$ cat config.mk
export PLATFORM = sky130hd
export DESIGN_NAME = fb_write_arbiter
export DESIGN_NICKNAME = d
export VERILOG_FILES = /design/src/rtl/fb_pkg.sv /design/src/rtl/fb_clear_counter.sv /design/src/rtl/fb_write_arbiter.sv
export SDC_FILE = /design/constraint.sdc
export NUM_CORES = 1
export LEC_CHECK = 0
export CAP_MARGIN = 20
export CELL_PAD_IN_SITES_DETAIL_PLACEMENT = 1
export CELL_PAD_IN_SITES_GLOBAL_PLACEMENT = 2
export CORE_UTILIZATION = 26
export DETAILED_ROUTE_END_ITERATION = 10
export PLACE_DENSITY_LB_ADDON = 0.1
export SLEW_MARGIN = 20
export SYNTH_ARGS = -nofsm -noshare
export SYNTH_HDL_FRONTEND = slang
export SYNTH_SLANG_ARGS = --single-unit
$ cat constraint.sdc
create_clock -name VGA_CTRL_CLK -period 1.6 [get_ports VGA_CTRL_CLK]
set_input_delay 0.32 -clock VGA_CTRL_CLK [delete_from_list [all_inputs] [get_ports VGA_CTRL_CLK]]
set_output_delay 0.32 -clock VGA_CTRL_CLK [all_outputs]
set_load 0.05 [all_outputs]
$ cat src/rtl/fb_pkg.sv
// Shared frame-buffer constants: geometry, pixel codes and scheduler states.
package fb_pkg;

  localparam int unsigned FB_X_W   = 10;
  localparam int unsigned FB_Y_W   = 9;
  localparam int unsigned FB_PIX_W = 2;
  localparam int unsigned FB_X_MAX = 639;
  localparam int unsigned FB_Y_MAX = 479;

  localparam logic [1:0] CODE_WHITE   = 2'b00;
  localparam logic [1:0] CODE_TRACE1  = 2'b01;
  localparam logic [1:0] CODE_TRACE2  = 2'b10;
  localparam logic [1:0] CODE_SPECIAL = 2'b11;

  typedef enum logic [0:0] {
    ARB   = 1'b0,
    CLEAR = 1'b1
  } fb_state_e;

  // Plain constants mirror the enum for code that keeps state as raw logic.
  localparam logic [0:0] ST_ARB   = 1'b0;
  localparam logic [0:0] ST_CLEAR = 1'b1;

endpackage

$ cat src/rtl/fb_clear_counter.sv
// Raster counter for the clear sweep: cy is the inner loop, cx the outer.
module fb_clear_counter
  import fb_pkg::*;
#(
  parameter int unsigned X_W   = FB_X_W,
  parameter int unsigned Y_W   = FB_Y_W,
  parameter int unsigned X_MAX = FB_X_MAX,
  parameter int unsigned Y_MAX = FB_Y_MAX
) (
  input  logic           clk,
  input  logic           rst,
  input  logic           start,
  input  logic           advance,
  output logic [X_W-1:0] cx,
  output logic [Y_W-1:0] cy,
  output logic           last_c
);

  localparam logic [X_W-1:0] X_LAST = X_W'(X_MAX);
  localparam logic [Y_W-1:0] Y_LAST = Y_W'(Y_MAX);

  assign last_c = (cx == X_LAST) && (cy == Y_LAST);

  // Wrap to the origin after the final pixel so the next sweep needs no start.
  always_ff @(posedge clk or posedge rst) begin
    if (rst) begin
      cx <= '0;
      cy <= '0;
    end else if (start) begin
      cx <= '0;
      cy <= '0;
    end else if (advance) begin
      if (last_c) begin
        cx <= '0;
        cy <= '0;
      end else if (cy == Y_LAST) begin
        cy <= '0;
        cx <= cx + X_W'(1);
      end else begin
        cy <= cy + Y_W'(1);
      end
    end
  end

endmodule

$ cat src/rtl/fb_write_arbiter.sv
// Frame-buffer port A write scheduler: round-robin between two plotters,
// with a full-screen clear sweep that takes priority.
module fb_write_arbiter
  import fb_pkg::*;
#(
  parameter int unsigned      X_W        = FB_X_W,
  parameter int unsigned      Y_W        = FB_Y_W,
  parameter int unsigned      PIX_W      = FB_PIX_W,
  parameter int unsigned      X_MAX      = FB_X_MAX,
  parameter int unsigned      Y_MAX      = FB_Y_MAX,
  parameter logic [PIX_W-1:0] CLEAR_CODE = CODE_WHITE
) (
  input  logic             VGA_CTRL_CLK,
  input  logic             reset,
  input  logic             clear_req,
  output logic             clear_busy,
  input  logic             req0_valid,
  input  logic [X_W-1:0]   req0_x,
  input  logic [Y_W-1:0]   req0_y,
  input  logic [PIX_W-1:0] req0_code,
  output logic             req0_ready,
  input  logic             req1_valid,
  input  logic [X_W-1:0]   req1_x,
  input  logic [Y_W-1:0]   req1_y,
  input  logic [PIX_W-1:0] req1_code,
  output logic             req1_ready,
  output logic [X_W-1:0]   wr_x,
  output logic [Y_W-1:0]   wr_y,
  output logic [PIX_W-1:0] wr_data,
  output logic             wr_en,
  output logic [7:0]       oob_count
);

  localparam logic [X_W-1:0] X_LAST = X_W'(X_MAX);
  localparam logic [Y_W-1:0] Y_LAST = Y_W'(Y_MAX);

  logic [0:0]       state;
  logic [0:0]       next_state;
  logic             last_grant;
  logic             grant;
  logic             arb_open;
  logic             xfer;
  logic             oob;
  logic [X_W-1:0]   sel_x;
  logic [Y_W-1:0]   sel_y;
  logic [PIX_W-1:0] sel_code;
  logic             clr_start;
  logic             clr_adv;
  logic             clr_last;
  logic [X_W-1:0]   cx;
  logic [Y_W-1:0]   cy;
  logic             wr_en_d;
  logic [X_W-1:0]   wr_x_d;
  logic [Y_W-1:0]   wr_y_d;
  logic [PIX_W-1:0] wr_data_d;

  fb_clear_counter #(
    .X_W   (X_W),
    .Y_W   (Y_W),
    .X_MAX (X_MAX),
    .Y_MAX (Y_MAX)
  ) u_clear_counter (
    .clk     (VGA_CTRL_CLK),
    .rst     (reset),
    .start   (clr_start),
    .advance (clr_adv),
    .cx      (cx),
    .cy      (cy),
    .last_c  (clr_last)
  );

  always_ff @(posedge VGA_CTRL_CLK or posedge reset) begin
    if (reset) state <= ST_ARB;
    else       state <= next_state;
  end

  // Next state, grant, handshake and next write-port values.
  always_comb begin
    next_state = state;
    clr_start  = 1'b0;
    clr_adv    = 1'b0;
    wr_en_d    = 1'b0;
    wr_x_d     = wr_x;
    wr_y_d     = wr_y;
    wr_data_d  = wr_data;

    // With both valid, serve the one not granted last; otherwise the valid one.
    grant      = (req0_valid && req1_valid) ? ~last_grant : req1_valid;
    arb_open   = (state == ST_ARB) && !clear_req;
    req0_ready = arb_open && !grant;
    req1_ready = arb_open && grant;
    xfer       = (req0_valid && req0_ready) || (req1_valid && req1_ready);
    sel_x      = grant ? req1_x    : req0_x;
    sel_y      = grant ? req1_y    : req0_y;
    sel_code   = grant ? req1_code : req0_code;
    oob        = (sel_x > X_LAST) || (sel_y > Y_LAST);

    case (state)
      ST_ARB: begin
        if (clear_req) begin
          next_state = ST_CLEAR;
          clr_start  = 1'b1;
        end else if (xfer && !oob) begin
          wr_en_d   = 1'b1;
          wr_x_d    = sel_x;
          wr_y_d    = sel_y;
          wr_data_d = sel_code;
        end
      end
      ST_CLEAR: begin
        clr_adv   = 1'b1;
        wr_en_d   = 1'b1;
        wr_x_d    = cx;
        wr_y_d    = cy;
        wr_data_d = CLEAR_CODE;
        if (clr_last) next_state = ST_ARB;
      end
      default: next_state = ST_ARB;
    endcase
  end

  always_ff @(posedge VGA_CTRL_CLK or posedge reset) begin
    if (reset) begin
      wr_en   <= 1'b0;
      wr_x    <= '0;
      wr_y    <= '0;
      wr_data <= '0;
    end else begin
      wr_en   <= wr_en_d;
      wr_x    <= wr_x_d;
      wr_y    <= wr_y_d;
      wr_data <= wr_data_d;
    end
  end

  assign clear_busy = (state == ST_CLEAR);

  // Pointer moves only on a completed handshake; reset favours req0.
  always_ff @(posedge VGA_CTRL_CLK or posedge reset) begin
    if (reset) begin
      last_grant <= 1'b1;
      oob_count  <= 8'd0;
    end else if (xfer) begin
      last_grant <= grant;
      if (oob && (oob_count != 8'hFF)) oob_count <= oob_count + 8'd1;
    end
  end

endmodule

After elaboration in Yosys (flattened, before gate mapping) --
Index checks and enable logic that the tools add are counted.
Storage, ports and cells: bits in registers 51, input port bits 47, output and inout port bits 33, logic and storage cells 69
Cells by class: $add $sub $neg 3, $lt $le $gt $ge 2, equality and inequality tests 5, multiplexer cells 29, bitwise logic cells 2, reductions and logical operators 19
Operators with widths (count):
- 10-bit two-way mux | 7
- 9-bit two-way mux | 7
- 10-bit case mux with 2 select lines | 1
- 9-bit case mux with 2 select lines | 1
- 10-bit by 1-bit adder with 10-bit output (second input constant) | 1
- 10-bit == test (second input constant) | 1
- 10-bit > comparator (second input constant) | 1
- 9-bit by 1-bit adder with 9-bit output (second input constant) | 1
- 9-bit == test (second input constant) | 1
- 9-bit > comparator (second input constant) | 1
- 1-bit logical AND | 9
- 8-bit by 1-bit adder with 8-bit output (second input constant) | 1
- 8-bit inequality test (second input constant) | 1
- 1-bit two-way mux | 7
- 2-bit two-way mux | 3
- 2-bit AND reduction | 3
- 1-bit case mux with 2 select lines | 2
- 2-bit case mux with 2 select lines | 1
- 1-bit zero test | 3
- 3-bit nonzero test | 1
- 1-bit logical OR | 2
- 2-bit by 1-bit inequality test with 1-bit output (second input constant) | 1
- 2-bit inequality test (second input constant) | 1
- 1-bit inverter | 2
- 2-bit nonzero test | 1

Depth between registers and ports, before layout --
depth after elaboration 10, gate-level depth with buffers 8, depth with buffers taken out 6

Cells and area by module --
From an unflattened synthesis, not the netlist that was laid out.
Unflattened totals: cell total of the unflattened synthesis 311, area total of the unflattened synthesis 2982.9 um^2
By module, submodules not included:
- fb_write_arbiter | times used 1, cells each 193, area an instance 1863.0 um^2, seq. area each 802.0 um^2
- fb_clear_counter | times used 1, cells each 118, area an instance 1119.8 um^2, seq. area each 475.5 um^2

Worst setup path before layout --
OpenSTA, ideal clock, no wires.
path kind reg-to-output, start point reg state (netlist: clear_busy), end point out req0_ready, arrival 1767 ps, data required time 1280 ps, setup slack -487 ps, stages on the path, launching flop included 4, buffers on the path 1, cells stage by stage dfrtp_1 -> or2_2 -> clkbuf_1 -> nor2_1
Between the ends: longest elaborated chain between the ends 3
RTL lines:
- from (decl) | line fb_write_arbiter.sv:37 | logic [0:0] state;
- from (signal assigned) | line fb_write_arbiter.sv:74 | else state <= next_state;
- 1-bit inverter
- 1-bit logical AND | line fb_write_arbiter.sv:89 | arb_open = (state == ST_ARB) && !clear_req;
- 1-bit logical AND | line fb_write_arbiter.sv:90 | req0_ready = arb_open && !grant;
- to (decl) | line fb_write_arbiter.sv:21 | output logic req0_ready,
No other way between the ends.

Worst setup path in the final report --
start point reg last_grant, end point out req0_ready
Between the ends: longest elaborated chain between the ends 4
RTL lines:
- from (decl) | line fb_write_arbiter.sv:39 | logic last_grant;
- from (signal assigned) | line fb_write_arbiter.sv:144 | last_grant <= grant;
- 1-bit inverter | line fb_write_arbiter.sv:88 | grant = (req0_valid && req1_valid) ? ~last_grant : req1_valid;
- 1-bit two-way mux | line fb_write_arbiter.sv:88
- 1-bit zero test | line fb_write_arbiter.sv:90
- 1-bit logical AND | line fb_write_arbiter.sv:90
No other way between the ends.

==> impl_metrics.yaml <==
routing:
  drtIter0Drc: 78
  route.detailed.drc: 0
  wl_per_cell_um: 18.3
  final_antenna_net_count: 0
  vias_per_cell: 4.91
  first_pass_iters: 4
  vias: 2825
  wirelength_mm: 10.5
run_status:
  outcome: "finished, violations left"
  failed_checks: "negative setup slack"
setup_path:
  path_cells: "buf_6, a21boi_4, buf_8, nor2_4, buf_12"
  startpoint_type: "flop"
  critical_path_peak_fanout: 11
  rrSetupSlack_ps: -150
  r2r-end: "wr_x[2]"
  cp-end-kind: "output port"
  path_buf_inv: 3
  critPathKind: "reg -> out"
  worstPathRequired_ps: 1280
  critical_path_arrival_ps: 1450
  worstReg2RegStart: "last_grant"
  critPathTopFamily: "flip-flops"
  rr_worst_depth: 9
  critPathMaxStageDelay_ps: 560
  cp_slowest_cell: "dfstp_2"
cts:
  cts-root-buf: "clkbuf_8"
  numCtsBuffers: 5
  clock_path_buffers: 2
  worstSkewPairLatency_ps: 300
  h-tree-depth: 2
  cts_tree: "built"
  cts_sinks: 51
  clk_pin_slew_ps: 90
synthesis:
  avgSynthCellArea_um2: 10.1
  yosysSeqAreaShare: 0.443
  synthXorXnorAreaFrac: 0.0273
  synth-edff-count: 0
  async_reset_ff_frac: 1.00
  ys_types: 50
  synth_top_cell_by_area: "dfrtp_1"
  syn_area_mm2: 0.00289
  syn_nets: 337
  synth_compound_area_frac: 0.208
  ys_dominant_reg_cell: "dfrtp_1"
  synth_warnings: 0
  muxShareOfSynthArea: 0.0806
  synth.most_common_cell: "dfrtp_1"
  synth_top_cell_area_share: 0.433
  synth_simple_gate_area_frac: 0.174
  synth_top_family_by_area: "compound AO/OA/AOI/OAI gates"
  ys_seq_elements: 51
  yosys-top-cells-area: "dfrtp_1 43%, a221oi_2 8.8%, mux2i_1 7.3%"
  syn-instance-count: 287
  yosys.area_share.adder: 0.0130
  ys_top_cells_by_count: "50 x dfrtp_1, 22 x nor3_1, 21 x mux2i_1"
layout:
  final_util: 0.477
  syn_to_final_growth_pct: 79.0
  antenna_cells: 0
  multi_input_area_mm2: 0.00178
  final_nets: 485
  seq_area_mm2: 0.00128
  drive_gt1_frac: 0.439
  fill_cells: 1182
timing:
  tightest_slew_ps: 318
  setup-violations-final: 26
  finalClockSkew_ps: 4.60
  min_period_ps: 1770
  relSlewSlack: 0.782
  tns_ps: -2850
  fmax_mhz: 564
  hold_viol_final: 0
  final-max-slew-violation-count: 0
  rsz0062_at_grt: "true"
  post-route-period-util: 1.11
  setup_ws_ps: -173
  holdWs_ps: 387
global_routing:
  antenna_found_initial: 0
  grt_usage: 0.188
  grt.overflow.total: 0
  grt_pass1_wl_mm: 16.8
  grt_max_degree: 52
  grt_pass1_vias: 3045
worst_hold_path:
  worst_hold_path_type: "in -> async"
power:
  p_per_area_mw_per_mm2: 872
  swShare: 0.384
  combPwrFrac: 0.445
  switchingPower_mw: 1.73
  seq_power_share: 0.390
  power_leakage_nw: 2.17
  power_frac_clock: 0.165
  vdd_drop_max_mv: 0.443
  internal_power_mw: 2.78
die:
  die_w_um: 107
  fp.dieArea_mm2: 0.0115
  placementRows: 38
  ioPinCount: 80
  start_util: 0.266
  die_h_um: 107
  coreArea_mm2: 0.0108
run:
  maxCapViolations: 0
place:
  place_congestion: 0.754
  place.detailed.hpwl_mm: 6.99
  io_buffers: 79
## routing by layer
layer,up-vias,track usage,wire length (um)
li1,1372,-,-
met1,1423,0.253,4670
met2,28,0.323,5570
met3,2,0.0285,227
met4,0,0.0294,30
met5,-,0,0
## kinds of logic after synthesis
kind of cell	Yosys count
AO/OA/AOI/OAI	70
XOR/XNOR	9
adder cells (fa/ha/maj)	3
buffers and inverters	37
flip-flops	51
multiplexers	23
AND/OR/NAND/NOR	94
## worst reg2reg max path: stages, from the launching register on
cell      delay [ps]
dfstp_2          390
buf_6            110
a21boi_4         220
nand2_4          100
buf_6            120
o22ai_4          180
buf_6            180
buf_12           120
nor3_1            60
a221oi_2         180
## worst max-delay path by stage
stage	start	end	slack, ps	depth (start not counted)
after floorplan	reset	clear_busy	-60	1
after global placement	req0_y[6]	oob_count[7]	-420	6
after detailed placement	req0_x[8]	wr_y[2]	-460	7
after CTS	last_grant	req0_ready	-160	5
after global routing	last_grant	wr_y[2]	-260	9
final	last_grant	req0_ready	-170	5
## layout make-up
cell class / instances / share of cell area
Sequential cell: 51 / 0.248
Tap cell: 140 / 0.0339
Multi-Input combinational cell: 199 / 0.345
Clock buffer: 7 / 0.0148
Inverter: 20 / 0.0157
Timing Repair Buffer: 158 / 0.343
## flip-flops by register name (all words and copies together), names as in the netlist
signal and count:
last_grant 1, oob_count 8, wr_en 1, wr_data 2, u_clear_counter.cx 10, u_clear_counter.cy 9
wr_y 9, wr_x 10, clear_busy 1
## power by group through the flow
stage	registers [mW]	logic [mW]	clock network, mW
detailed placement	1.76	1.96	0
floorplan	2.24	0.556	0
finish	1.76	2.01	0.743
global route	1.79	2.15	0.826
global placement	1.76	1.93	0
CTS	1.74	1.97	0.782
## cells in the final DEF, fill, tap and decap left out, types with 3 or more instances in the layout
| cell | count |
|---|---|
| nand2_1 | 14 |
| clkbuf_8 | 5 |
| xnor2_1 | 4 |
| nor2_4 | 3 |
| buf_6 | 13 |
| a21oi_2 | 3 |
| and3_4 | 3 |
| a221oi_2 | 16 |
| dfrtp_2 | 3 |
| dfrtp_1 | 47 |
| and4_1 | 4 |
| nand2_2 | 3 |
| nand3_1 | 8 |
| nand4_1 | 9 |
| mux2i_1 | 21 |
| o21ai_1 | 10 |
| buf_16 | 3 |
| a31oi_1 | 6 |
| buf_4 | 66 |
| buf_8 | 3 |
| nor3_4 | 8 |
| dlygate4sd2_1 | 4 |
| o21ai_0 | 6 |
| clkdlybuf4s50_1 | 42 |
| nor3_1 | 12 |
| inv_1 | 17 |
| nand3_2 | 4 |
| xor2_1 | 5 |
| buf_12 | 26 |
| nor2_1 | 7 |
| a21oi_1 | 6 |
## per-stage QoR
stage	cell area (um^2)	total power, mW	setup slack, ps	std cells
3_5_place_dp	4430	3.72	-457	539
3_3_place_gp	4430	3.69	-421	539
2_1_floorplan	2940	2.79	-63.8	287
6_report	5170	4.50	-173	575
5_1_grt	5170	4.77	-256	575
4_1_cts	4860	4.50	-163	566
## repair_timing
item	4_1_cts	5_1_grt
endpoints found under the setup margin	42	43
setup buffers	18	9
gates cloned	3	1
hold buffers	0	0
pin swaps	11	21
gates resized for setup	46	44
No activity file was read; power rests on OpenSTA's default activity.
